File: config.mk
export PLATFORM = sky130hd
export DESIGN_NAME = timer_seq_ctrl_flat
export DESIGN_NICKNAME = d
export VERILOG_FILES = /design/src/rtl/timer_pkg.sv /design/src/rtl/timer_seq_ctrl_if.sv /design/src/rtl/btn_debounce.sv /design/src/rtl/timer_seq_ctrl.sv /design/src/flat_wrapper.sv
export SDC_FILE = /design/constraint.sdc
export NUM_CORES = 1
export LEC_CHECK = 0
export CORE_ASPECT_RATIO = 1.25
export CORE_UTILIZATION = 65
export CTS_CLUSTER_SIZE = 12
export DETAILED_ROUTE_END_ITERATION = 7
export PLACE_DENSITY = 0.84
export SYNTH_ARGS = -nofsm -noshare
export SYNTH_HDL_FRONTEND = slang
export SYNTH_HIERARCHICAL = 1
export SYNTH_SLANG_ARGS = --single-unit
File: constraint.sdc
create_clock -name clk -period 3.5 [get_ports clk]
set_input_delay 0.525 -clock clk [delete_from_list [all_inputs] [get_ports clk]]
set_output_delay 0.525 -clock clk [all_outputs]
set_load 0.02 [all_outputs]
File: src/rtl/timer_pkg.sv
// Shared definitions for the seconds-timer run-control sequencer and the timer it drives.
package timer_pkg;

  typedef enum logic [2:0] {
    IDLE  = 3'd0,
    RUN   = 3'd1,
    PAUSE = 3'd2,
    DONE  = 3'd3,
    CLEAR = 3'd4
  } state_t;

  // Modulo select codes understood by the timer.
  localparam logic MOD_SHORT = 1'b0;
  localparam logic MOD_LONG  = 1'b1;

  // Bits needed for a counter running 0..n-1 (at least one bit).
  function automatic int unsigned cnt_width(input int unsigned n);
    return (n > 1) ? $clog2(n) : 1;
  endfunction

endpackage

File: src/rtl/timer_seq_ctrl_if.sv
// Control/status link between the run sequencer (master) and the BCD timer (slave).
interface timer_seq_ctrl_if;
  logic timer_en;
  logic timer_clr_N;
  logic modulo_sel;
  logic wrap_in;

  modport master (output timer_en, output timer_clr_N, output modulo_sel, input wrap_in);
  modport slave  (input timer_en, input timer_clr_N, input modulo_sel, output wrap_in);
endinterface

File: src/rtl/btn_debounce.sv
// Push-button conditioner: 2-FF synchronizer, stability counter, one-cycle press pulse.
module btn_debounce
  import timer_pkg::*;
#(
  parameter int unsigned DEBOUNCE_CYCLES = 1_000_000
) (
  input  logic clk,
  input  logic rst_N,
  input  logic btn_raw,
  output logic btn_level,
  output logic btn_press
);
  localparam int unsigned       CNT_W    = cnt_width(DEBOUNCE_CYCLES);
  localparam logic [CNT_W-1:0]  CNT_LAST = CNT_W'(DEBOUNCE_CYCLES - 1);

  logic [1:0]       sync;
  logic [CNT_W-1:0] cnt;
  logic             level_d;

  always_ff @(posedge clk or negedge rst_N) begin
    if (!rst_N) begin
      sync      <= '0;
      cnt       <= '0;
      btn_level <= 1'b0;
      level_d   <= 1'b0;
      btn_press <= 1'b0;
    end else begin
      sync      <= {sync[0], btn_raw};
      level_d   <= btn_level;
      btn_press <= btn_level & ~level_d;
      // Any sample matching the accepted level restarts the stability count.
      if (sync[1] == btn_level) begin
        cnt <= '0;
      end else if (cnt == CNT_LAST) begin
        cnt       <= '0;
        btn_level <= sync[1];
      end else begin
        cnt <= cnt + CNT_W'(1);
      end
    end
  end

endmodule

File: src/rtl/timer_seq_ctrl.sv
// Run-control sequencer for the BCD seconds timer: debounced buttons, IDLE/RUN/PAUSE/DONE
// control, count-enable prescaler, modulo latch and wrap counting up to a limit.
module timer_seq_ctrl
  import timer_pkg::*;
#(
  parameter int unsigned CLK_HZ          = 50_000_000,
  parameter int unsigned TICK_HZ         = 1,
  parameter int unsigned DEBOUNCE_CYCLES = 1_000_000,
  parameter logic [7:0]  WRAP_LIMIT      = 8'd10
) (
  input  logic             clk,
  input  logic             rst_N,
  input  logic             start_btn,
  input  logic             clear_btn,
  input  logic             mode_SW,
  timer_seq_ctrl_if.master tmr,
  output logic             run_LED,
  output logic             done_LED,
  output logic [7:0]       wrap_cnt
);
  localparam int unsigned      TICK_DIV = CLK_HZ / TICK_HZ;
  localparam int unsigned      PRE_W    = cnt_width(TICK_DIV);
  localparam logic [PRE_W-1:0] PRE_LAST = PRE_W'(TICK_DIV - 1);

  logic             start_press;
  logic             clear_press;
  logic [1:0]       btn_level_unused;

  state_t           state, state_nx;
  logic [PRE_W-1:0] presc, presc_nx;
  logic [7:0]       wrap_cnt_nx;
  logic             en_nx;
  logic             terminal;
  logic             wrap_seen;
  logic             limit_hit;

  btn_debounce #(.DEBOUNCE_CYCLES(DEBOUNCE_CYCLES)) u_start_db (
    .clk       (clk),
    .rst_N     (rst_N),
    .btn_raw   (start_btn),
    .btn_level (btn_level_unused[0]),
    .btn_press (start_press)
  );

  btn_debounce #(.DEBOUNCE_CYCLES(DEBOUNCE_CYCLES)) u_clear_db (
    .clk       (clk),
    .rst_N     (rst_N),
    .btn_raw   (clear_btn),
    .btn_level (btn_level_unused[1]),
    .btn_press (clear_press)
  );

  assign terminal  = (presc == PRE_LAST);
  assign wrap_seen = (state == RUN) && tmr.wrap_in;
  assign limit_hit = wrap_seen && ((wrap_cnt + 8'd1) == WRAP_LIMIT);

  always_comb begin
    state_nx    = state;
    presc_nx    = presc;
    wrap_cnt_nx = wrap_cnt;
    en_nx       = 1'b0;
    unique case (state)
      IDLE: begin
        presc_nx = '0;
        if (start_press) state_nx = RUN;
      end
      RUN: begin
        presc_nx = terminal ? '0 : presc + PRE_W'(1);
        // The wrap that reaches the limit also swallows a coincident terminal count.
        en_nx    = terminal && !limit_hit;
        if (wrap_seen && (wrap_cnt < WRAP_LIMIT)) wrap_cnt_nx = wrap_cnt + 8'd1;
        if (limit_hit)        state_nx = DONE;
        else if (start_press) state_nx = PAUSE;
      end
      PAUSE: begin
        if (start_press) state_nx = RUN;
      end
      DONE: begin
        state_nx = DONE;
      end
      CLEAR: begin
        state_nx    = IDLE;
        presc_nx    = '0;
        wrap_cnt_nx = '0;
      end
      default: state_nx = IDLE;
    endcase
    if (clear_press) begin
      state_nx    = CLEAR;
      presc_nx    = '0;
      wrap_cnt_nx = '0;
      en_nx       = 1'b0;
    end
  end

  always_ff @(posedge clk or negedge rst_N) begin
    if (!rst_N) begin
      state           <= IDLE;
      presc           <= '0;
      wrap_cnt        <= '0;
      tmr.timer_en    <= 1'b0;
      tmr.timer_clr_N <= 1'b1;
      tmr.modulo_sel  <= MOD_SHORT;
      run_LED         <= 1'b0;
      done_LED        <= 1'b0;
    end else begin
      state           <= state_nx;
      presc           <= presc_nx;
      wrap_cnt        <= wrap_cnt_nx;
      tmr.timer_en    <= en_nx;
      tmr.timer_clr_N <= (state_nx != CLEAR);
      run_LED         <= (state_nx == RUN);
      done_LED        <= (state_nx == DONE);
      if (state == IDLE) tmr.modulo_sel <= mode_SW ? MOD_LONG : MOD_SHORT;
    end
  end

endmodule

File: src/flat_wrapper.sv
// flat-port wrapper written by rule: the top's interface ports become plain ports
module timer_seq_ctrl_flat import timer_pkg::*;
#(
  parameter int unsigned CLK_HZ          = 50_000_000,
  parameter int unsigned TICK_HZ         = 1,
  parameter int unsigned DEBOUNCE_CYCLES = 1_000_000,
  parameter logic [7:0]  WRAP_LIMIT      = 8'd10
)
  (clk, rst_N, start_btn, clear_btn, mode_SW, run_LED, done_LED, wrap_cnt, tmr_timer_en, tmr_timer_clr_N, tmr_modulo_sel, tmr_wrap_in);
  timer_seq_ctrl_if tmr_i ();
  input  logic clk;
  input  logic rst_N;
  input  logic start_btn;
  input  logic clear_btn;
  input  logic mode_SW;
  output logic run_LED;
  output logic done_LED;
  output logic [7:0] wrap_cnt;
  output wire logic [$bits(tmr_i.timer_en)-1:0] tmr_timer_en;
  output wire logic [$bits(tmr_i.timer_clr_N)-1:0] tmr_timer_clr_N;
  output wire logic [$bits(tmr_i.modulo_sel)-1:0] tmr_modulo_sel;
  input wire logic [$bits(tmr_i.wrap_in)-1:0] tmr_wrap_in;
  assign tmr_timer_en = tmr_i.timer_en;
  assign tmr_timer_clr_N = tmr_i.timer_clr_N;
  assign tmr_modulo_sel = tmr_i.modulo_sel;
  assign tmr_i.wrap_in = tmr_wrap_in;
  timer_seq_ctrl #(.CLK_HZ(CLK_HZ), .TICK_HZ(TICK_HZ), .DEBOUNCE_CYCLES(DEBOUNCE_CYCLES), .WRAP_LIMIT(WRAP_LIMIT)) u_core (.clk(clk), .rst_N(rst_N), .start_btn(start_btn), .clear_btn(clear_btn), .mode_SW(mode_SW), .tmr(tmr_i), .run_LED(run_LED), .done_LED(done_LED), .wrap_cnt(wrap_cnt));
endmodule
* Word-level counts from Yosys, hierarchy flattened
Index checks and enable logic that the tools add are counted.
Word-level totals: output and inout port bits 13, input port bits 6, register bits 92
Operators by class: bitwise logic cells 6, $add $sub $neg 4, reduce and logical (&&, ||, !) cells 13, mux-type cells 18, $lt $le $gt $ge 1, equal/unequal tests 14
Operators by type and width (number):
- $mux W20 | 4
- $mux W26 | 2
- $pmux W26 S2 | 1
- $add A20 B1 Y20 const B | 2
- $eq A20 B20 Y1 const B | 2
- $add A26 B1 Y26 const B | 1
- $eq A26 B26 Y1 const B | 1
- $mux W8 | 2
- $pmux W8 S2 | 1
- $mux W3 | 4
- $eq A3 B2 Y1 const B | 3
- $pmux W3 S3 | 1
- $add A8 B1 Y8 const B | 1
- $eq A8 B4 Y1 const B | 1
- $lt A8 B4 Y1 const B | 1
- $eq A3 B1 Y1 const B | 2
- $ne A3 B3 Y1 const B | 2
- $reduce_and A2 Y1 | 3
- $reduce_bool A3 Y1 | 2
- $logic_and A1 B1 Y1 | 4
- $not A1 Y1 | 4
- $reduce_or A2 Y1 | 2
- $eq A3 B3 Y1 const B | 1
- $logic_not A3 Y1 | 1
- other kinds (4) | 8

* Logic depth before layout (Yosys ltp)
depth after elaboration 7, depth in mapped cells 7, depth with buffers taken out 6

* Modules after synthesis
Netlist, hierarchy kept.
By module, submodules not included:
- btn_debounce | cells an instance 111, area each 1171.1 µm², times used 2, sequential area each 625.6 µm²
- timer_seq_ctrl | cells an instance 240, area each 2304.7 µm², times used 1, sequential area each 1052.3 µm²

* Least setup slack after synthesis
OpenSTA, ideal clock, no wires.
path type flip-flop to flip-flop, from register u_core.presc[0], to register u_core.presc[9], path buffers 1, setup slack 1.708 ns, period minus slack after synthesis 1.792 ns, data required time 3.382 ns, cell stages (with the launch flop) 8, setup time 0.118 ns, arrival 1.674 ns, cell sequence dfrtp_1 ha_1 nand3_2 nor2_2 a31oi_4 buf_2 a21o_1 a21o_1
Between the ends: longest elaborated chain between the ends 4, elaborated cells between the ends (all ways) 5, those cells by class 1 x add/sub; 1 x eq/ne; 3 x mux
Ends and longest elaborated chain:
- from (decl) | RTL line timer_seq_ctrl.sv:30 | logic [PRE_W-1:0] presc, presc_nx;
- from (signal assigned) | RTL line timer_seq_ctrl.sv:108 | presc <= presc_nx;
- $add A26 B1 Y26 / $eq A26 B26 Y1 (equally long branches) | RTL line timer_seq_ctrl.sv:68, timer_seq_ctrl.sv:53
- $mux W26 * | RTL line timer_seq_ctrl.sv:68 | presc_nx = terminal ? '0 : presc + PRE_W'(1);
- $pmux W26 S2 * | RTL line timer_seq_ctrl.sv:62 | unique case (state)
- $mux W26 * | RTL line timer_seq_ctrl.sv:88 | if (clear_press) begin
Every way passes the cells marked *; elsewhere a longest branch is shown, timed or not. A chain may end at the register's enable or synchronous reset.

* Final worst setup path
from register u_core.presc[0], to register u_core.presc[22]
Same word-level chain as after synthesis.

==> reports/summary.txt <==
Setup crit start: u_core/presc[0]$_DFFE_PN0P_
top cells by area, synth: dfrtp_1 49%, xnor2_1 4.3%, nor2_1 4.0%, nand3_1 3.2%, nand2_1 3.0%
cell area after synthesis: 0.00465 mm²
commonest non-fill, non-tap cells in the layout: 91 x dfrtp_1, 50 x nor2_1, 37 x nand2_1, 30 x nand3_1, 23 x xnor2_1
row count: 34
die height: 96.5 µm
leak pwr: 2.12 nW
r2r startpoint: u_core/presc[0]$_DFFE_PN0P_
DR vias: 3589
post_cts resized: 0
port bufs: 18
Total GRT Usage: 0.270
status: finished clean
Max Root-Sink Buffers: 2
WL final: 9130 µm
post-cts hold buffer count: 0
initial antenna violation count: 0
Peak Freq: 0.445 GHz
Die ar.: 0.00749 mm²
R2R depth: 6
relative slew slack: 0.158
ys flop type: dfrtp_1
antenna cells: 0
H-tree lvl count: 3
Avg Cell Area, Syn: 10.1 µm²
critical path endpoint category: flip-flop
Ys Warns: 6
sequential share of the synthesized area: 0.496
Initial Utilization: 0.670
GRT Residual Overflow: 0
DR iter-0 viols: 248
most common cell after layout, fill and taps aside: dfrtp_1
vias in the first global route: 3495
post-DR vias/cell: 6.25
DR DRC count: 0
nets@finish: 490
routed length per instance: 15.9 µm
number of CTS-inserted buffers: 9
Clock transition at path regs: 100 ps
Least-Margin Pin Slew: 1260 ps
slowest stage cell, crit path: a31oi_4
R2R Path End: u_core/presc[22]$_DFFE_PN0P_
period utilization: 0.643
fin crit period: 2250 ps
number of register bits inferred by synthesis: 92
first-pass GRT wire length: 15700 µm
Die Wd: 77.6 µm
TritonRoute pass-1 iters: 4
Net Count, Synth: 473
worst hold-check path type: primary input to async pin
WHS: 128 ps
final hold viol count: 0
WP depth: 6
Synth area leader: dfrtp_1
VDD IR max: 0.326 mV
Syn Inst Count: 462
highest metal used: met4
Slew Limit Fails: 0
post-synth cell types: 60
IO Pins: 19
crit path buf inv count: 0
crit path to: u_core/presc[22]$_DFFE_PN0P_
PD cells: 368 mW/mm²
r2r setup slk: 1250 ps
final setup TNS: 0 ps
post-route insts no fill: 574
placed cell count: 558
metal3 WL: 328 µm
Critical Path RT: 3790 ps
RSZ-0062 raised after global routing: no
clock skew: 13.8 ps
MaxCap Viol Count: 0
clock sinks: 92
Routed met1 length: 3940 µm
worst skew pair latency: 370 ps
fillers: 498
critical path type: flip-flop to flip-flop
area grow syn2layout: 9.32%
delay-heaviest family, CP: compound AO/OA/AOI/OAI gates
Worst EP arrival: 2540 ps
WL met2: 4740 µm
core area: 0.00693 mm²
storage element area: 0.00230 mm²
ys async rst share: 1.00
routability cong.: 0.814
clk root buf: clkbuf_8
antenna viol nets, final: 0
fraction of layout instances using a drive strength above 1: 0.0909
area of the multi-input gates: 0.00221 mm²
Startpoint Class: flip-flop
postcts setup bufs: 0
Largest stage delay, worst path: 780 ps
Critical Path, Cell by Cell: ha_1, nand3_2, nor2_2, a31oi_4, o21ai_0, a31oi_1
number of synthesized flops with an enable pin: 0
CTS tree: built
setup violators final: 0
largest net degree at the start of global routing: 45
Synth top area share: 0.490
detailed placement HPWL: 6080 µm
critical-path maximum fanout: 36
Yosys cell counts (4+ instances only):
cell      count
dfrtp_1      91
nor2_1       50
nand2_1      37
nand3_1      30
xnor2_1      23
a21oi_1      21
nor3_1       16
inv_1        14
nand4_1      13
o21ai_0      11
xor2_1       11
a31oi_1      10
nor4_1       10
mux2i_1       9
or3_1         9
a21o_1        7
and3_1        7
buf_2         7
and2_1        6
nor4b_1       6
and4_1        5
ha_1          5
nand2b_1      4
final cells by class:
cell class / instances / area share
clock buffer: 10 / 0.0271
multi-input combinational: 342 / 0.435
clock inverter: 6 / 0.0138
sequential: 92 / 0.453
tap: 90 / 0.0222
timing repair buffer: 20 / 0.0379
inverter: 14 / 0.0103
stage by stage:
| stage | util | cell area, µm² | worst slack [ps] | total power, W |
|---|---|---|---|---|
| 6_report | 0.733 | 5080 | 1250 | 0.00187 |
| 5_1_grt | 0.733 | 5080 | 1050 | 0.00194 |
| 4_1_cts | 0.733 | 5080 | 1290 | 0.00189 |
| 3_5_place_dp | 0.703 | 4870 | 1320 | 0.00115 |
| 3_3_place_gp | 0.703 | 4870 | 1440 | 0.00114 |
| 2_1_floorplan | - | 4650 | 1710 | 0.00111 |
kinds of logic (layout without fill, tap and decap cells):
logic type / Yosys count / count (layout) / synth area share
flip-flops: 92 / 92 / 0.496
multiplexers: 12 / 12 / 0.0267
AND/OR/NAND/NOR: 219 / 219 / 0.270
adder cells (fa/ha/maj): 5 / 5 / 0.0135
XOR/XNOR: 34 / 34 / 0.0641
AO/OA/AOI/OAI: 72 / 72 / 0.102
buffers and inverters: 28 / 50 / 0.0285
metal layers:
layer | global-route usage | vias up
met3 | 0.0545 | 11
li1 | - | 1705
met5 | 0 | -
met1 | 0.331 | 1795
met4 | 0.101 | 0
met2 | 0.474 | 78
power breakdown:
group / total, W / switching (W) / internal (W)
combinational: 0.0000455 / 0.0000327 / 0.0000128
clock: 0.000744 / 0.000388 / 0.000356
sequential: 0.00108 / 0.00000797 / 0.00107
total: 0.00187 / 0.000429 / 0.00144
worst min path at each step:
stage	from	to	slack [ps]
floorplan	rst_N	u_core/done_LED$_DFF_PN0_	230
global placement	u_core/u_start_db/sync[0]$_DFF_PN0_	u_core/u_start_db/sync[1]$_DFF_PN0_	330
detailed placement	u_core/u_clear_db/sync[0]$_DFF_PN0_	u_core/u_clear_db/sync[1]$_DFF_PN0_	340
CTS	rst_N	u_core/wrap_cnt[1]$_DFFE_PN0P_	140
global route	rst_N	u_core/wrap_cnt[1]$_DFFE_PN0P_	160
finish	rst_N	u_core/wrap_cnt[1]$_DFFE_PN0P_	130
registers in the layout (all words and copies together) (netlist names), 2 cells and up:
register,flops
u_core/u_clear_db/cnt,20
u_core/presc,26
u_core/state,3
u_core/u_start_db/cnt,20
u_core/wrap_cnt,8
u_core/u_start_db/sync,2
u_core/u_clear_db/sync,2
worst reg2reg max path, stage by stage, from the launching register on:
cell	delay [ps]
dfrtp_1	430
ha_1	250
nand3_2	140
nor2_2	120
a31oi_4	780
o21ai_0	240
a31oi_1	210
(Power assumes the default switching activity.)
